## config.mk

```make
export PLATFORM = sky130hd
export DESIGN_NAME = road_sensor_conditioner
export DESIGN_NICKNAME = d
export VERILOG_FILES = /design/src/rtl/road_sensor_conditioner.sv
export SDC_FILE = /design/constraint.sdc
export NUM_CORES = 1
export LEC_CHECK = 0
export CELL_PAD_IN_SITES_DETAIL_PLACEMENT = 1
export CELL_PAD_IN_SITES_GLOBAL_PLACEMENT = 1
export CORE_MARGIN = 5
export CORE_UTILIZATION = 40
export DETAILED_ROUTE_END_ITERATION = 7
export PLACE_DENSITY_LB_ADDON = 0.1
export SYNTH_ARGS = -nofsm -noshare
export SYNTH_HDL_FRONTEND = slang
export SYNTH_SLANG_ARGS = --single-unit
export TNS_END_PERCENT = 5
```

## constraint.sdc

```tcl
create_clock -name clock -period 6 [get_ports clock]
set_clock_uncertainty 0.2 [all_clocks]
set_input_delay 0.6 -clock clock [delete_from_list [all_inputs] [get_ports clock]]
set_output_delay 0.6 -clock clock [all_outputs]
set_load 0.03 [all_outputs]
```

## src/rtl/road_sensor_conditioner.sv

```systemverilog
// ---------------------------------------------------------------------------------------------
// road_sensor_conditioner
//
// Upstream stage of the four-way signal controller. Each road's raw detector bits are
// synchronised, debounced bit by bit, clamped to a legal congestion code and then passed
// through a rise-fast / fall-slow hysteresis filter before driving the controller's S inputs.
//
// Ports:
//   clock      system clock, all state changes on its rising edge
//   clear      asynchronous active-high reset
//   raw1..4    road detectors (bit0 near, bit1 mid, bit2 far), asynchronous to clock
//   S1..S4     congestion codes: EMPTY=000, LESS=001, MORE=011, FULL=111
//   chg        chg[i-1] pulses for one cycle after the edge at which Si changed
//
// Parameters:
//   DEBOUNCE   consecutive mismatching samples needed to accept a raw bit change (1..15)
//   HOLD       consecutive cycles a lower level must persist before S drops (1..255)
// ---------------------------------------------------------------------------------------------
module road_sensor_conditioner #(
    parameter int unsigned DEBOUNCE = 4,
    parameter int unsigned HOLD     = 8
) (
    input  logic       clock,
    input  logic       clear,
    input  logic [2:0] raw1,
    input  logic [2:0] raw2,
    input  logic [2:0] raw3,
    input  logic [2:0] raw4,
    output logic [2:0] S1,
    output logic [2:0] S2,
    output logic [2:0] S3,
    output logic [2:0] S4,
    output logic [3:0] chg
);

    localparam logic [2:0] Empty = 3'b000;
    localparam logic [2:0] Less  = 3'b001;
    localparam logic [2:0] More  = 3'b011;
    localparam logic [2:0] Full  = 3'b111;

    // Terminal counts; counters are only ever compared for equality and cleared.
    localparam logic [3:0] DbLast   = 4'(DEBOUNCE - 1);
    localparam logic [7:0] HoldLast = 8'(HOLD - 1);

    // Out-of-range sizing is reported during elaboration only.
    if (DEBOUNCE == 0 || DEBOUNCE > 15) begin : g_bad_debounce
        $error("road_sensor_conditioner: DEBOUNCE=%0d outside 1..15", DEBOUNCE);
    end
    if (HOLD == 0 || HOLD > 255) begin : g_bad_hold
        $error("road_sensor_conditioner: HOLD=%0d outside 1..255", HOLD);
    end

    logic [3:0][2:0] raw_all;
    logic [3:0][2:0] s_all;

    assign raw_all = {raw4, raw3, raw2, raw1};

    assign S1 = s_all[0];
    assign S2 = s_all[1];
    assign S3 = s_all[2];
    assign S4 = s_all[3];

    for (genvar r = 0; r < 4; r++) begin : g_road
        logic [2:0]      sync1_q;
        logic [2:0]      sync2_q;
        logic [2:0]      db_q;
        logic [2:0]      db_d;
        logic [2:0][3:0] dcnt_q;
        logic [2:0][3:0] dcnt_d;
        logic [2:0]      level;
        logic [2:0]      s_q;
        logic [2:0]      s_d;
        logic [7:0]      hcnt_q;
        logic [7:0]      hcnt_d;
        logic            chg_q;

        // Two-flop synchroniser; only sync2_q is used downstream.
        always_ff @(posedge clock or posedge clear) begin
            if (clear) begin
                sync1_q <= '0;
                sync2_q <= '0;
            end else begin
                sync1_q <= raw_all[r];
                sync2_q <= sync1_q;
            end
        end

        // Per-bit debounce: any sample equal to the accepted bit restarts the count.
        always_comb begin
            db_d   = db_q;
            dcnt_d = dcnt_q;
            for (int b = 0; b < 3; b++) begin
                if (sync2_q[b] == db_q[b]) begin
                    dcnt_d[b] = '0;
                end else if (dcnt_q[b] == DbLast) begin
                    db_d[b]   = sync2_q[b];
                    dcnt_d[b] = '0;
                end else begin
                    dcnt_d[b] = dcnt_q[b] + 4'd1;
                end
            end
        end

        // Clamp to the longest run of ones starting at the near detector.
        assign level = db_q[0] ? (db_q[1] ? (db_q[2] ? Full : More) : Less) : Empty;

        // Hysteresis: rise immediately, fall only after HOLD cycles below S. The hold count
        // keeps running while level stays below S even if level itself steps.
        always_comb begin
            s_d    = s_q;
            hcnt_d = hcnt_q;
            if (level > s_q) begin
                s_d    = level;
                hcnt_d = '0;
            end else if (level == s_q) begin
                hcnt_d = '0;
            end else if (hcnt_q == HoldLast) begin
                s_d    = level;
                hcnt_d = '0;
            end else begin
                hcnt_d = hcnt_q + 8'd1;
            end
        end

        always_ff @(posedge clock or posedge clear) begin
            if (clear) begin
                db_q   <= '0;
                dcnt_q <= '0;
                s_q    <= Empty;
                hcnt_q <= '0;
                chg_q  <= 1'b0;
            end else begin
                db_q   <= db_d;
                dcnt_q <= dcnt_d;
                s_q    <= s_d;
                hcnt_q <= hcnt_d;
                chg_q  <= (s_d != s_q);
            end
        end

        assign s_all[r] = s_q;
        assign chg[r]   = chg_q;
    end

endmodule
```

==> impl_results.md, run 1 <==
* Ant diodes at 0
* Initial detailed-routing violation count at roughly 100
* Tightest slew margin relative to the limit at 0.499
* Number of CTS-inserted buffers at 17
* Final cycle utilization of the critical path at 0.406
* Power, Total at 0.00347 W
* Share of layout cells above drive strength 1 at 0.0968
* Tot GR Track Use at 0.140
* Cell area after synthesis at around 5800 um^2
* FF-to-FF End: S2[2]$_DFF_PP0_
* Static leakage at 3.14 nW
* Number of placement rows at 44
* Gate power share at 0.307
* Floorplan Core Area at ~14000 um^2
* Type of destination of the critical path: output pin
* Critical Path, Cell by Cell: clkdlybuf4s50_1
* Total of endpoints with negative setup slack in the final report at 0
* Vias per std cell at just over 5
* Sequential group share of total power at 0.365
* Area used by multi-input combinational logic at 2370 um^2
* Iteration count of the initial detailed-routing pass at 4
* Post-detailed-route wirelength per cell at around 14 um
* RR Startpoint: g_road[1].db_q[0]$_DFFE_PP0P_
* Share of total power consumed by net switching at 0.338
* Clock net sink count at 132
* Number of levels the H-tree was split into at 4
* Worst hold slack across all endpoints at 146 ps
* Final GP Congestion at between 0.7 and 0.8
* Setup repair after global routing missed its margin: no
* Layout area overhead at 18.9%
* Total Neg Setup Slack at 0 ps
* Worst setup path startpoint: S1[1]$_DFF_PP0_
* Critical path's top delay family: buffers and inverters
* Share of the yosys chip area belonging to registers at 0.566
* Area occupied by registers at 3300 um^2
* Share of power burned in the clock network at 0.328
* Termination of the worst setup path: S1[1]
* Least-Margin Pin Slew at 751 ps
* Via count of the first global-routing pass at 4137
* DRT antenna net count at 0
* Unique cell type count in the Yosys netlist at 49
* Slew Viols, Final at 0
* Final worst setup slack at 3560 ps
* Internal Power at 0.00230 W
* Postcts setup bufs at 0
* Standard cell with the maximum stage delay on the critical path: clkdlybuf4s50_1
* Crit-path max FO at 9
* Max-cap violation count at 0
* Category of the most critical setup path: register to output pin
* Number of synthesis warnings at 0
* Fill cell total of the finished layout at 1555
* Antenna violations before repair at 0
* Required time reported for the critical path endpoint at 5200 ps
* Final hold violations at 0
* Global route overflow at 0
* Maximum number of pins on one net before global-route repair at between 80 and 90
* Initial Util at 0.404
* Global-route wire length before repair at between 15000 and 20000 um
* Detailed-placement wirelength estimate at around 7200 um
* Total via count after detailed routing at between 3k and 4k
* Overall die width at around 130 um
* Die Y-Extent at 131 um
* Timing-limited maximum frequency at approximately 0.41 GHz
* Full die area at 17100 um^2
* Power per unit of standard cell area at 500 nW/um^2
* Total I/O pin count at 30
* Minimum setup slack after placement at roughly 3500 ps
* Max Root-Sink Buffers at 2
* Synth async-reset ratio at 1.00
* Post-synthesis net count at 556
* Count of hold buffers inserted by post-cts repair at 0
* Top flip-flop cell by instance count after synthesis: dfrtp_1
* Final critical-path required period at 2440 ps
* Fin nets at approximately 590
* Buf+Inv Stages, Crit Path at 1
* Syn avg cell area at around 11 um^2
* Post-synthesis instance total at 518
* Cell depth of the worst setup path at 1
* Number of enable-type register cells in the synthesized netlist at 0
* Worst EP arrival at 1640 ps
* Run status: completed
* Clock-pin transition on the worst setup and hold timing paths at 60 ps
* Root buf cell: clkbuf_16
* Count of input and output buffers at 29
* Reg-to-reg setup timing slack at about 3800 ps
* Post-route cell area at 6940 um^2
* Clock insertion delay at the later pin of the skew report at 410 ps
* Placed inst area at 6280 um^2
* Worst voltage drop across the vdd grid at 0.294 mV
* Remaining routing DRC violations at 0
* Largest stage delay, worst path at 730 ps
* Crit start category: register
* Net switching component of the power at 0.00117 W
* Worst min-delay path category: register to register
* Routed Wire Length at 10600 um
* Number of cells traversed by the worst register-to-register path at 6
* Number of flip-flops and latches in the synthesized netlist at 132
* Post-CTS sizing at 0
* TritonCTS clock tree: built
## cells in the final DEF (no fill, tap or decap), types with 18 or more instances in the layout
cell type,instances
a21oi_1,27
clkdlybuf4s50_1,29
dfrtp_1,132
ha_1,24
inv_1,19
nand2_1,27
nand3_1,34
nor2_1,46
nor3_1,18
xnor2_1,18
xor2_1,32
## flip-flops by register name, indices dropped and copies added (netlist names)
register,cells
g_road.chg_q,4
g_road.hcnt_q,32
S4,3
S2,3
g_road.sync2_q,12
g_road.dcnt_q,48
g_road.db_q,12
S1,3
g_road.sync1_q,12
S3,3
## layer usage
metal / wire (um) / part of all wire / track usage / up-vias
li1: - / - / - / 1866
met1: 4910 / 0.46 / 0.168 / 1891
met2: 5260 / 0.50 / 0.237 / 39
met3: 312 / 0.029 / 0.0439 / 10
met4: 115 / 0.011 / 0.0508 / 0
met5: 0 / 0 / 0 / -
## per-stage QoR
stage | util | cells
after floorplan | - | 518
after detailed placement | 0.436 | 720
after global routing | 0.481 | 752
after CTS | 0.481 | 752
after global placement | 0.436 | 720
final | 0.481 | 752
## final cells by class
type,count,share of cell area
repair buffers,30,0.0429
well taps,184,0.0332
multi-input cells,354,0.342
flip-flops and latches,132,0.476
inverters,20,0.0115
clock inverters,13,0.0294
clock buffers,19,0.0653
## how the worst min path moves through the flow
| stage | from | endpoint | slack, ps | depth (start not counted) |
|---|---|---|---|---|
| detailed placement | g_road[0].sync1_q[2]$_DFF_PP0_ | g_road[0].sync2_q[2]$_DFF_PP0_ | 140 | 0 |
| CTS | g_road[0].sync1_q[2]$_DFF_PP0_ | g_road[0].sync2_q[2]$_DFF_PP0_ | 150 | 0 |
| global placement | g_road[0].sync1_q[2]$_DFF_PP0_ | g_road[0].sync2_q[2]$_DFF_PP0_ | 130 | 0 |
| global route | g_road[2].sync1_q[1]$_DFF_PP0_ | g_road[2].sync2_q[1]$_DFF_PP0_ | 160 | 0 |
| floorplan | g_road[0].sync1_q[0]$_DFF_PP0_ | g_road[0].sync2_q[0]$_DFF_PP0_ | 130 | 0 |
| finish | g_road[0].sync1_q[2]$_DFF_PP0_ | g_road[0].sync2_q[2]$_DFF_PP0_ | 150 | 0 |
## cell families (layout without fill, tap and decap cells)
kind of cell | after synthesis | in the layout | share of synthesized area
fa+ha+maj | 27 | 27 | 0.0568
mux | 13 | 13 | 0.0249
compound gates | 63 | 63 | 0.0665
flops | 132 | 132 | 0.566
simple gates | 201 | 201 | 0.183
buf+inv | 32 | 82 | 0.0274
xor+xnor | 50 | 50 | 0.0751
## power groups by stage
stage / logic [W] / registers, W / clock network [W]
2_1_floorplan: 0.000803 / 0.00127 / 0
3_3_place_gp: 0.00104 / 0.00127 / 0
3_5_place_dp: 0.00107 / 0.00128 / 0
4_1_cts: 0.00109 / 0.00127 / 0.00117
5_1_grt: 0.00120 / 0.00130 / 0.00121
6_report: 0.00106 / 0.00127 / 0.00114
## synth_stat cells, types with 13 or more instances
library cell    n  share of area
nor3b_1        13          0.017
nor2_1         46          0.030
nand3_1        34          0.029
and3_1         14          0.015
o21ai_0        14          0.012
xor2_1         32          0.048
nand2_1        27          0.017
a21oi_1        27          0.023
inv_1          20          0.013
xnor2_1        18          0.027
ha_1           24          0.051
nor3_1         18          0.015
dfrtp_1       132           0.57
(Power assumes the default switching activity.)
==> inputs of run 2 (changes only) <==
clock period = 2.48 ns   (was 6 ns; I/O delays follow)
==> run 2 against run 1 <==
  * Routed wire length is 1.2% higher
  * Critical path type is now register to register
  * Register-to-register slack worse by 3500 ps
  * Via count is 1.2% higher
  * Total power increased by 140%
  * Sequential cell count is the same
  * Sequential share of layout area is 0.077 points lower
  * Non-clock buffer count is 5 higher
  * Hold slack worse by 77 ps
  * Sequential power rose by 140%
  * Die area unchanged
  * Highest routed layer unchanged
  * Clock power increased by 120%
==> impl_results.md, run 2 (same netlist as run 1, synthesis figures left out) <==
* Instance count after placement with tap cells included at 724 (+0.56%)
* Die Y-Extent at 131 um (unchanged)
* Via count of the first global-routing pass at 4247 (+2.7%)
* Final cycle utilization of the critical path at 0.875
* Overall die width at 131 um (unchanged)
* Sequential group share of total power at 0.368 (+0.003)
* Post-detailed-route wirelength per cell at 14.2 um (+0.57%)
* Maximum number of pins on one net before global-route repair at 80 (-5.9%)
* Total of endpoints with negative setup slack in the final report at 0 (unchanged)
* Share of the core filled with cells at 0.482 (+0.000780)
* TritonCTS clock tree: built
* Initial Util at 0.404 (unchanged)
* Final GP Congestion at 0.810 (+4.6%)
* Remaining routing DRC violations at 0 (unchanged)
* Critical Path, Cell by Cell: and3_1, ha_1, nand2_1, o21bai_1, or3b_1, nor2_1
* Leading cell type in the layout, fill and taps excluded: dfrtp_1
* Least-Margin Pin Slew at 425 ps (-326 ps)
* Largest register FFs at 48 (unchanged)
* Total via count after detailed routing at 3850 (+1.2%)
* Setup repair after global routing missed its margin: no
* Number of CTS-inserted buffers at 17 (unchanged)
* Antenna violations before repair at 0 (unchanged)
* Max Root-Sink Buffers at 2 (unchanged)
* Internal Power at 0.00541 W (+140%)
* Category of the most critical setup path: register to register
* Static leakage at 3.15 nW (+0.43%)
* Clock insertion delay at the later pin of the skew report at 410 ps (about the same)
* Worst EP arrival at 2310 ps (+670 ps)
* Final critical-path required period at 2170 ps
* Root buf cell: clkbuf_16
* Run status: completed
* Iteration count of the initial detailed-routing pass at 4 (unchanged)
* Tightest slew margin relative to the limit at 0.717 (+0.217)
* Slew Viols, Final at 0 (unchanged)
* Total Neg Setup Slack at 0 ps (unchanged)
* Share of layout cells above drive strength 1 at 0.0977 (+0.000900)
* Total I/O pin count at 30 (unchanged)
* Number of levels the H-tree was split into at 4 (unchanged)
* Share of total power consumed by net switching at 0.343 (+0.00553)
* DRT antenna net count at 0 (unchanged)
* Detailed-placement wirelength estimate at 7330 um (+1.5%)
* Layout area overhead at 19.1%
* Global route overflow at 0 (unchanged)
* Count of hold buffers inserted by post-cts repair at 1 (+1)
* Largest stage delay, worst path at 500 ps (-230 ps)
* Global-route wire length before repair at 19800 um (+3.7%)
* Timing-limited maximum frequency at 0.461 GHz
* Register with the highest flop count: g_road.dcnt_q
* Critical path's top delay family: simple AND/OR/NAND/NOR gates
* Gate power share at 0.323 (+0.016)
* Clock net sink count at 132 (unchanged)
* Standard cell with the maximum stage delay on the critical path: dfrtp_1
* Required time reported for the critical path endpoint at 2620 ps (-2580 ps)
* Share of power burned in the clock network at 0.309 (-0.019)
* Type of destination of the critical path: register
* Net switching component of the power at 0.00283 W (+140%)
* Power per unit of standard cell area at 1190 nW/um^2 (+140%)
* Postcts setup bufs at 0 (unchanged)
* Leading cell types in the layout, fill and taps excluded: dfrtp_1, nor2_1, nand3_1, xor2_1, clkdlybuf4s50_1
* Final hold violations at 0 (unchanged)
* Fin nets at 598 (+0.84%)
* Ant diodes at 0 (unchanged)
* Crit-path max FO at 8 (-1)
* Routed Wire Length at 10700 um (+1.2%)
* Max-cap violation count at 0 (unchanged)
* Floorplan Core Area at 14400 um^2 (unchanged)
* Number of placement rows at 44 (unchanged)
* Count of input and output buffers at 29 (unchanged)
* Full die area at 17100 um^2 (unchanged)
* Initial detailed-routing violation count at 154 (+48%)
* Power, Total at 0.00824 W (+140%)
* Worst min-delay path category: input port to register
* Crit start category: register
* Clock-pin transition on the worst setup and hold timing paths at 60 ps (about the same)
* Buf+Inv Stages, Crit Path at 0 (-1)
* Tot GR Track Use at 0.145 (+0.00513)
* Regs by FF count: g_road.dcnt_q x48, g_road.hcnt_q x32
* Vias per std cell at 5.09 (+0.49%)
* Final instance count without filler cells at 757 (+0.66%)
* Post-CTS sizing at 0 (unchanged)
* Worst voltage drop across the vdd grid at 0.579 mV (+97%)
run 2: changes by cell type in the layout (fill, tap and decap cells not counted):
cell / before / now
buf_12: 0 / 2
buf_4: 1 / 3
clkbuf_1: 0 / 3
clkbuf_8: 2 / 3
inv_6: 2 / 0
bufinv_16: 5 / 3
dlygate4sd3_1: 0 / 1
clkinv_2: 3 / 4
clkinvlp_4: 4 / 2
clkinv_4: 0 / 1
run 2: final cells by class:
class / count / area [um^2]
fillers: 1560 / 7470
clock inverters: 9 / 126
well taps: 184 / 230
inverters: 20 / 78.8
clock buffers: 23 / 478
flip-flops and latches: 132 / 3300
repair buffers: 35 / 363
multi-input cells: 354 / 2370
run 2: path summary, 6_finish.rpt:
kind	from	endpoint	slack, ps	cells after the start
min in group asynchronous	clear	g_road[2].sync1_q[0]$_DFF_PP0_	550	3
min reg2reg	g_road[3].sync1_q[2]$_DFF_PP0_	g_road[3].sync2_q[2]$_DFF_PP0_	150	0
min	raw1[2]	g_road[0].sync1_q[2]$_DFF_PP0_	70	1
max	g_road[2].db_q[0]$_DFFE_PP0P_	g_road[2].hcnt_q[6]$_DFF_PP0_	310	6
max reg2reg	g_road[2].db_q[0]$_DFFE_PP0P_	g_road[2].hcnt_q[6]$_DFF_PP0_	310	6
max in group asynchronous	clear	g_road[0].dcnt_q[7]$_DFF_PP0_	820	4
run 2: through the flow:
stage	instance area, um^2	worst slack, ps	hold slack (ps)
after floorplan	5840	395	79.4
final	6950	310	68.8
after detailed placement	6340	318	137
after CTS	6950	291	52.2
after global placement	6340	384	134
after global routing	6950	163	48.7
run 2: power by group through the flow:
stage               clock, W  sequential [W]  combinational, W
floorplan                  0         0.00306           0.00194
global placement           0         0.00304           0.00261
detailed placement         0         0.00306           0.00267
CTS                  0.00262         0.00304           0.00272
global route         0.00272         0.00311           0.00301
finish               0.00255         0.00303           0.00266
run 2: metal layers:
layer,track usage,share of wire,vias to the layer above
li1,-,-,1860
met1,0.187,0.48,1936
met2,0.231,0.47,43
met3,0.0423,0.034,11
met4,0.0563,0.014,0
met5,0,0,-
